## src/rtl/vga_write_arbiter.sv

```systemverilog
// Shares the VGA text-RAM write port among drawing FSMs: clears the screen after reset, then
// grants one write per cycle round-robin, with per-requester locking and out-of-range drop counting.
module vga_write_arbiter #(
    parameter int unsigned        N_REQ    = 4,
    parameter int unsigned        ADDR_W   = 12,
    parameter int unsigned        DATA_W   = 16,
    parameter int unsigned        CELLS    = 2400,
    parameter logic [DATA_W-1:0]  FILL     = '0,
    parameter bit                 CLEAR_EN = 1'b1
) (
    input  logic                       clk,
    input  logic                       rst,
    input  logic [N_REQ-1:0]           req_valid_i,
    input  logic [N_REQ-1:0]           req_lock_i,
    input  logic [N_REQ*ADDR_W-1:0]    req_addr_i,
    input  logic [N_REQ*DATA_W-1:0]    req_data_i,
    output logic [N_REQ-1:0]           req_ready_o,
    output logic [ADDR_W-1:0]          vga_addr_o,
    output logic                       vga_we_o,
    output logic [DATA_W-1:0]          vga_data_o,
    output logic                       init_done_o,
    output logic [7:0]                 drop_count_o
);

    localparam int unsigned PtrW = (N_REQ > 1) ? $clog2(N_REQ) : 1;
    localparam logic [PtrW-1:0]   LastIdx = PtrW'(N_REQ - 1);
    localparam logic [ADDR_W-1:0] LastClr = ADDR_W'(CELLS - 1);
    // CELLS may exceed the address space; clamp so the compare stays exact at ADDR_W+1 bits.
    localparam int unsigned       CellsClamp = (CELLS > (1 << ADDR_W)) ? (1 << ADDR_W) : CELLS;
    localparam logic [ADDR_W:0]   CellsExt   = CellsClamp[ADDR_W:0];

    typedef enum logic {StClear, StArb} state_e;
    localparam state_e ResetState = CLEAR_EN ? StClear : StArb;

    state_e              state_q, state_d;
    logic [ADDR_W-1:0]   clr_q, clr_d;
    logic [PtrW-1:0]     ptr_q, ptr_d;
    logic [PtrW-1:0]     owner_q, owner_d;
    logic                locked_q, locked_d;
    logic [ADDR_W-1:0]   vga_addr_q, vga_addr_d;
    logic [DATA_W-1:0]   vga_data_q, vga_data_d;
    logic                vga_we_q, vga_we_d;
    logic                init_done_q, init_done_d;
    logic [7:0]          drop_q, drop_d;

    logic [ADDR_W-1:0]   addr_arr [N_REQ];
    logic [DATA_W-1:0]   data_arr [N_REQ];
    logic [N_REQ-1:0]    owner_oh;
    logic [N_REQ-1:0]    eligible;
    logic                found_hi, found_lo, gnt_found;
    logic [PtrW-1:0]     idx_hi, idx_lo, gnt_idx;
    logic                arb_active;
    logic                xfer;
    logic [ADDR_W-1:0]   g_addr;
    logic [DATA_W-1:0]   g_data;
    logic                in_range;

    always_comb begin
        for (int i = 0; i < N_REQ; i++) begin
            addr_arr[i] = req_addr_i[i*ADDR_W +: ADDR_W];
            data_arr[i] = req_data_i[i*DATA_W +: DATA_W];
        end
    end

    always_comb begin
        owner_oh          = '0;
        owner_oh[owner_q] = 1'b1;
        eligible          = locked_q ? (req_valid_i & owner_oh) : req_valid_i;
    end

    // Round-robin: first eligible index at or above ptr, else first eligible from zero.
    always_comb begin
        found_hi = 1'b0;
        found_lo = 1'b0;
        idx_hi   = '0;
        idx_lo   = '0;
        for (int i = 0; i < N_REQ; i++) begin
            if (!found_hi && eligible[i] && (PtrW'(i) >= ptr_q)) begin
                found_hi = 1'b1;
                idx_hi   = PtrW'(i);
            end
            if (!found_lo && eligible[i]) begin
                found_lo = 1'b1;
                idx_lo   = PtrW'(i);
            end
        end
        gnt_found = found_hi | found_lo;
        gnt_idx   = found_hi ? idx_hi : idx_lo;
    end

    assign arb_active = (state_q == StArb) && !rst;
    assign xfer       = arb_active && gnt_found;
    assign g_addr     = addr_arr[gnt_idx];
    assign g_data     = data_arr[gnt_idx];
    assign in_range   = ({1'b0, g_addr} < CellsExt);

    always_comb begin
        req_ready_o = '0;
        if (xfer) begin
            req_ready_o[gnt_idx] = 1'b1;
        end
    end

    always_comb begin
        state_d     = state_q;
        clr_d       = clr_q;
        ptr_d       = ptr_q;
        owner_d     = owner_q;
        locked_d    = locked_q;
        vga_we_d    = 1'b0;
        vga_addr_d  = vga_addr_q;
        vga_data_d  = vga_data_q;
        drop_d      = drop_q;
        init_done_d = init_done_q | (state_q == StArb);
        unique case (state_q)
            StClear: begin
                vga_we_d   = 1'b1;
                vga_addr_d = clr_q;
                vga_data_d = FILL;
                clr_d      = clr_q + 1'b1;
                if (clr_q == LastClr) begin
                    state_d = StArb;
                    clr_d   = '0;
                end
            end
            StArb: begin
                if (xfer) begin
                    ptr_d    = (gnt_idx == LastIdx) ? '0 : gnt_idx + 1'b1;
                    owner_d  = gnt_idx;
                    locked_d = req_lock_i[gnt_idx];
                    if (in_range) begin
                        vga_we_d   = 1'b1;
                        vga_addr_d = g_addr;
                        vga_data_d = g_data;
                    end else if (drop_q != 8'hFF) begin
                        drop_d = drop_q + 8'd1;
                    end
                end else if (locked_q && !req_lock_i[owner_q]) begin
                    locked_d = 1'b0;
                end
            end
            default: state_d = ResetState;
        endcase
    end

    always_ff @(posedge clk) begin
        if (rst) begin
            state_q     <= ResetState;
            clr_q       <= '0;
            ptr_q       <= '0;
            owner_q     <= '0;
            locked_q    <= 1'b0;
            vga_addr_q  <= '0;
            vga_data_q  <= '0;
            vga_we_q    <= 1'b0;
            init_done_q <= 1'b0;
            drop_q      <= '0;
        end else begin
            state_q     <= state_d;
            clr_q       <= clr_d;
            ptr_q       <= ptr_d;
            owner_q     <= owner_d;
            locked_q    <= locked_d;
            vga_addr_q  <= vga_addr_d;
            vga_data_q  <= vga_data_d;
            vga_we_q    <= vga_we_d;
            init_done_q <= init_done_d;
            drop_q      <= drop_d;
        end
    end

    assign vga_addr_o   = vga_addr_q;
    assign vga_data_o   = vga_data_q;
    assign vga_we_o     = vga_we_q;
    assign init_done_o  = init_done_q;
    assign drop_count_o = drop_q;

endmodule

```

## config.mk

```make
export PLATFORM = sky130hd
export DESIGN_NAME = vga_write_arbiter
export DESIGN_NICKNAME = d
export VERILOG_FILES = /design/src/rtl/vga_write_arbiter.sv
export SDC_FILE = /design/constraint.sdc
export NUM_CORES = 1
export LEC_CHECK = 0
export BUFFER_PORTS_ARGS = -buffer_cell sky130_fd_sc_hd__buf_2
export CORE_ASPECT_RATIO = 0.6
export CORE_MARGIN = 2
export CORE_UTILIZATION = 30
export CTS_BUF_LIST = sky130_fd_sc_hd__clkbuf_16
export CTS_CLUSTER_DIAMETER = 80
export DETAILED_ROUTE_END_ITERATION = 10
export GPL_TIMING_DRIVEN = 0
export SETUP_SLACK_MARGIN = 0.02
export SYNTH_ARGS = -nofsm -noshare
export SYNTH_HDL_FRONTEND = slang
export SYNTH_SLANG_ARGS = --single-unit
```

## constraint.sdc

```tcl
create_clock -name clk -period 8.2 [get_ports clk]
set_clock_uncertainty 0.15 [all_clocks]
set_input_delay 2.46 -clock clk [delete_from_list [all_inputs] [get_ports clk]]
set_output_delay 2.46 -clock clk [all_outputs]
set_load 0.05 [all_outputs]
```

==> metrics.md <==
| Metric | Value |
|---|---|
| Post-synth top area share | `29.76%` |
| Antenna-violating nets left | `0` |
| Vias per cell | `~5.2` |
| Top-level I/O count | `around 160` |
| Reg2Reg Launch Point | `owner_q[1]` |
| Startpoint types | `primary input` |
| Seq pwr share | `44.6%` |
| Slowest stage cell on the critical path | `clkbuf_1` |
| Crit path largest cell delay | `between 0.4 and 0.5 ns` |
| VDD IR max | `130.0 uV` |
| Post-CTS Setup Bufs | `0` |
| Post-synthesis cell type count | `60` |
| Core Footprint | `~12000 um2` |
| Ys flop type | `dfxtp_1` |
| Family with the most delay on the worst path | `buffers and inverters` |
| Pre-antenna DRT Iters | `5` |
| # H-tree levels | `2` |
| Fin Hold WS | `about 0.33 ns` |
| Sw power | `roughly 0.18 mW` |
| Vert. Die Dim | `about 91 um` |
| Synth area leaders | `dfxtp_1 (30%), nand2_1 (12%), nand3_1 (11%), nand3b_1 (5.8%), a21oi_1 (4.9%)` |
| Crit path kind | `in -> out` |
| P per Cell Area | `around 130 nW/um2` |
| Setup_tns | `0 ns` |
| Seq/Total Area, Yosys | `29.76%` |
| Leakage | `~2.1 nW` |
| DR iter-0 viols | `310` |
| Num CTS Buffers | `5` |
| Setup-failing EPs final | `0` |
| Highest metal used | `met4` |
| Gate power share | `between 20% and 30%` |
| Total Routing Usage GR | `20.99%` |
| Final Util | `between 40% and 50%` |
| Synth Instances | `538` |
| Ant. Diodes | `0` |
| Max Cap Viol | `0` |
| Max-slew violations | `0` |
| Stages on worst setup path | `11` |
| Most numerous cell in the Yosys netlist | `nand2_1` |
| Cell Rows | `31` |
| Final Critical Period | `between 7 and 8 ns` |
| Reg2reg path depth | `10` |
| HPWL after DPL | `11.65 mm` |
| Tcrit/Tclk final | `between 90% and 100%` |
| Initial core utilization | `a little under a third` |
| Wire per inst | `16.72 um` |
| Fin. Hold Viols | `0` |
| Met2 routed WL | `6.283 mm` |
| Pwr Total | `a little over 0.6 mW` |
| Critical Path, Cell by Cell | `buf_2 -> a21bo_1 -> a21oi_2 -> nand3b_4 -> nand2_4 -> inv_1 -> clkbuf_1 -> clkbuf_1 -> ha_1 -> and2_1 -> buf_2` |
| Crit. End Element | `primary output` |
| Vias in the first global route | `about 4300` |
| Port buffer count | `about 160` |
| Die X | `around 150 um` |
| CP required | `~5.6 ns` |
| Crit Reg-Reg Endpoint | `vga_addr_o[0]` |
| Ys async rst share | `0%` |
| EDFF count, synth | `0` |
| Detailed Route WL | `approximately 15 mm` |
| Crit path to | `req_ready_o[3]` |
| Area Growth Syn to Fin | `30.99%` |
| Clock root cell | `clkbuf_16` |
| Initial antenna violation count | `0` |
| TritonCTS Sinks | `between 50 and 60` |
| Post-synth net total | `~670` |
| Net Sw Frac | `between 20 and 30%` |
| Met1 wire length | `~6.7 mm` |
| Cell type with the largest total area after synthesis | `dfxtp_1` |
| CTS Hold Bufs | `0` |
| Clock power share | `around a third` |
| Yosys reg bits | `between 50 and 60` |
| Syn Std Cell Area | `3767 um2` |
| Pre-CTS setup slack | `~0.5 ns` |
| Vias | `~4600` |
| Maximum clock path buffer count | `2` |
| Setup slack, reg-to-reg | `~4.9 ns` |
| CP startpoint | `req_valid_i[2]` |
| Gpl congestion | `0.9184` |
| Cell-internal power | `about 0.44 mW` |
| Crit path max fanout | `11` |
| Hold Crit Class | `reg -> reg` |
| Die area | `between 10000 and 15000 um2` |
| Synth warnings | `0` |
| Wire length of the first global-routing pass | `22.34 mm` |
| CTS tree | `yes` |
| RSZ-0062 raised after global routing | `no` |
| Data arrival time of the critical path | `between 5 and 6 ns` |
| Routed wl met3 | `around 1.5 mm` |
| Share of layout cells above drive strength 1 | `between 20 and 30%` |
| HP Start | `init_done_o` |
| Largest net degree at the start of global routing | `18` |
| Post-CTS sizing | `0` |
| Clk_lat worst skew | `approximately 0.3 ns` |
| Fmax | `between 0.1 and 0.15 GHz` |
| Worst-path clk slew | `around 0.070 ns` |
| CP Buf/Inv Count | `5` |
| Tightest Pin Transition | `between 0.8 and 0.9 ns` |
| Worst setup margin | `between 0.5 and 0.6 ns` |
| Grt ovf | `0` |
| Status | `finished, final reports clean` |
| Commonest cells post-synth | `nand2_1 (116), nand3_1 (81), dfxtp_1 (56)` |
| Final #Nets | `836` |
| Mean Syn Cell Area | `around 7 um2` |
| Relative slew slack | `about two fifths` |
| Drt drc | `0` |
-- stage by stage --
step                      instances  cell area (um2)
after floorplan                 538             3767
after global placement          866             4790
after detailed placement        866             4790
after CTS                       874             4935
after global routing            874             4935
final                           874             4935
-- layout make-up --
cell class                      count  area [um2]
Timing Repair Buffer              163       815.8
Multi-Input combinational cell    435        2454
Clock inverter                      3       20.02
Clock buffer                        5       125.1
Sequential cell                    56        1121
Tap cell                          165       206.4
Inverter                            9       33.78
Buffer                             38       158.9
Fill cell                        1299        7206
-- worst min-delay path: cells and delay by family (launching register included) --
kind	cells	cell delay [ns]
DFF	1	0.31
and+or+nand+nor	2	0.12
-- kinds of logic after synthesis --
| family | count (synthesis) | synth area share (%) |
|---|---|---|
| simple gates | 316 | 41.28 |
| compound gates | 101 | 18.57 |
| flops | 56 | 29.76 |
| buf+inv | 47 | 5.114 |
| xor+xnor | 8 | 1.860 |
| fa+ha+maj | 6 | 1.993 |
| mux | 4 | 1.428 |
-- sequential cells by signal (all words and copies together), names as in the netlist --
name and cells:
drop_count_o 8, ptr_q 2, clr_q 12, owner_q 2
init_done_o 1, vga_data_o 16, vga_addr_o 12, state_q 1
locked_q 1, vga_we_o 1
-- how the worst min path moves through the flow --
stage,to,slack (ns),depth (start not counted)
finish,init_done_o,0.33,2
global route,vga_addr_o[8],0.36,2
CTS,init_done_o,0.33,2
detailed placement,init_done_o,0.31,2
global placement,init_done_o,0.31,2
floorplan,clr_q[9],0.31,2
-- placed cells by master, fill, tap and decap left out, drive strengths merged, types with 3 or more instances in the layout --
cell type,n
nand3b,30
nor2b,7
nor2,37
nor3,12
a221oi,4
a31oi,9
clkbuf,31
nand2b,3
a21oi,38
nand3,81
nand2,117
and3,5
or3,6
buf,175
xnor2,3
ha,6
xor2,5
dfxtp,56
o21ai,25
inv,10
nor4,3
and2,4
o211ai,6
-- power groups by stage --
stage / Sequential (mW) / Clock (mW) / Combinational, mW
after floorplan: 0.286 / 0 / 0.0683
after global placement: 0.283 / 0 / 0.127
after detailed placement: 0.283 / 0 / 0.129
after CTS: 0.276 / 0.217 / 0.129
after global routing: 0.277 / 0.230 / 0.143
final: 0.276 / 0.213 / 0.130
-- routing by layer --
layer / GRT usage, % / vias to the layer above
met5: 0 / -
met4: 4.048 / 0
met3: 4.444 / 14
met2: 32.48 / 226
met1: 30.10 / 2119
li1: - / 2222
No activity file was read; power rests on OpenSTA's default activity.
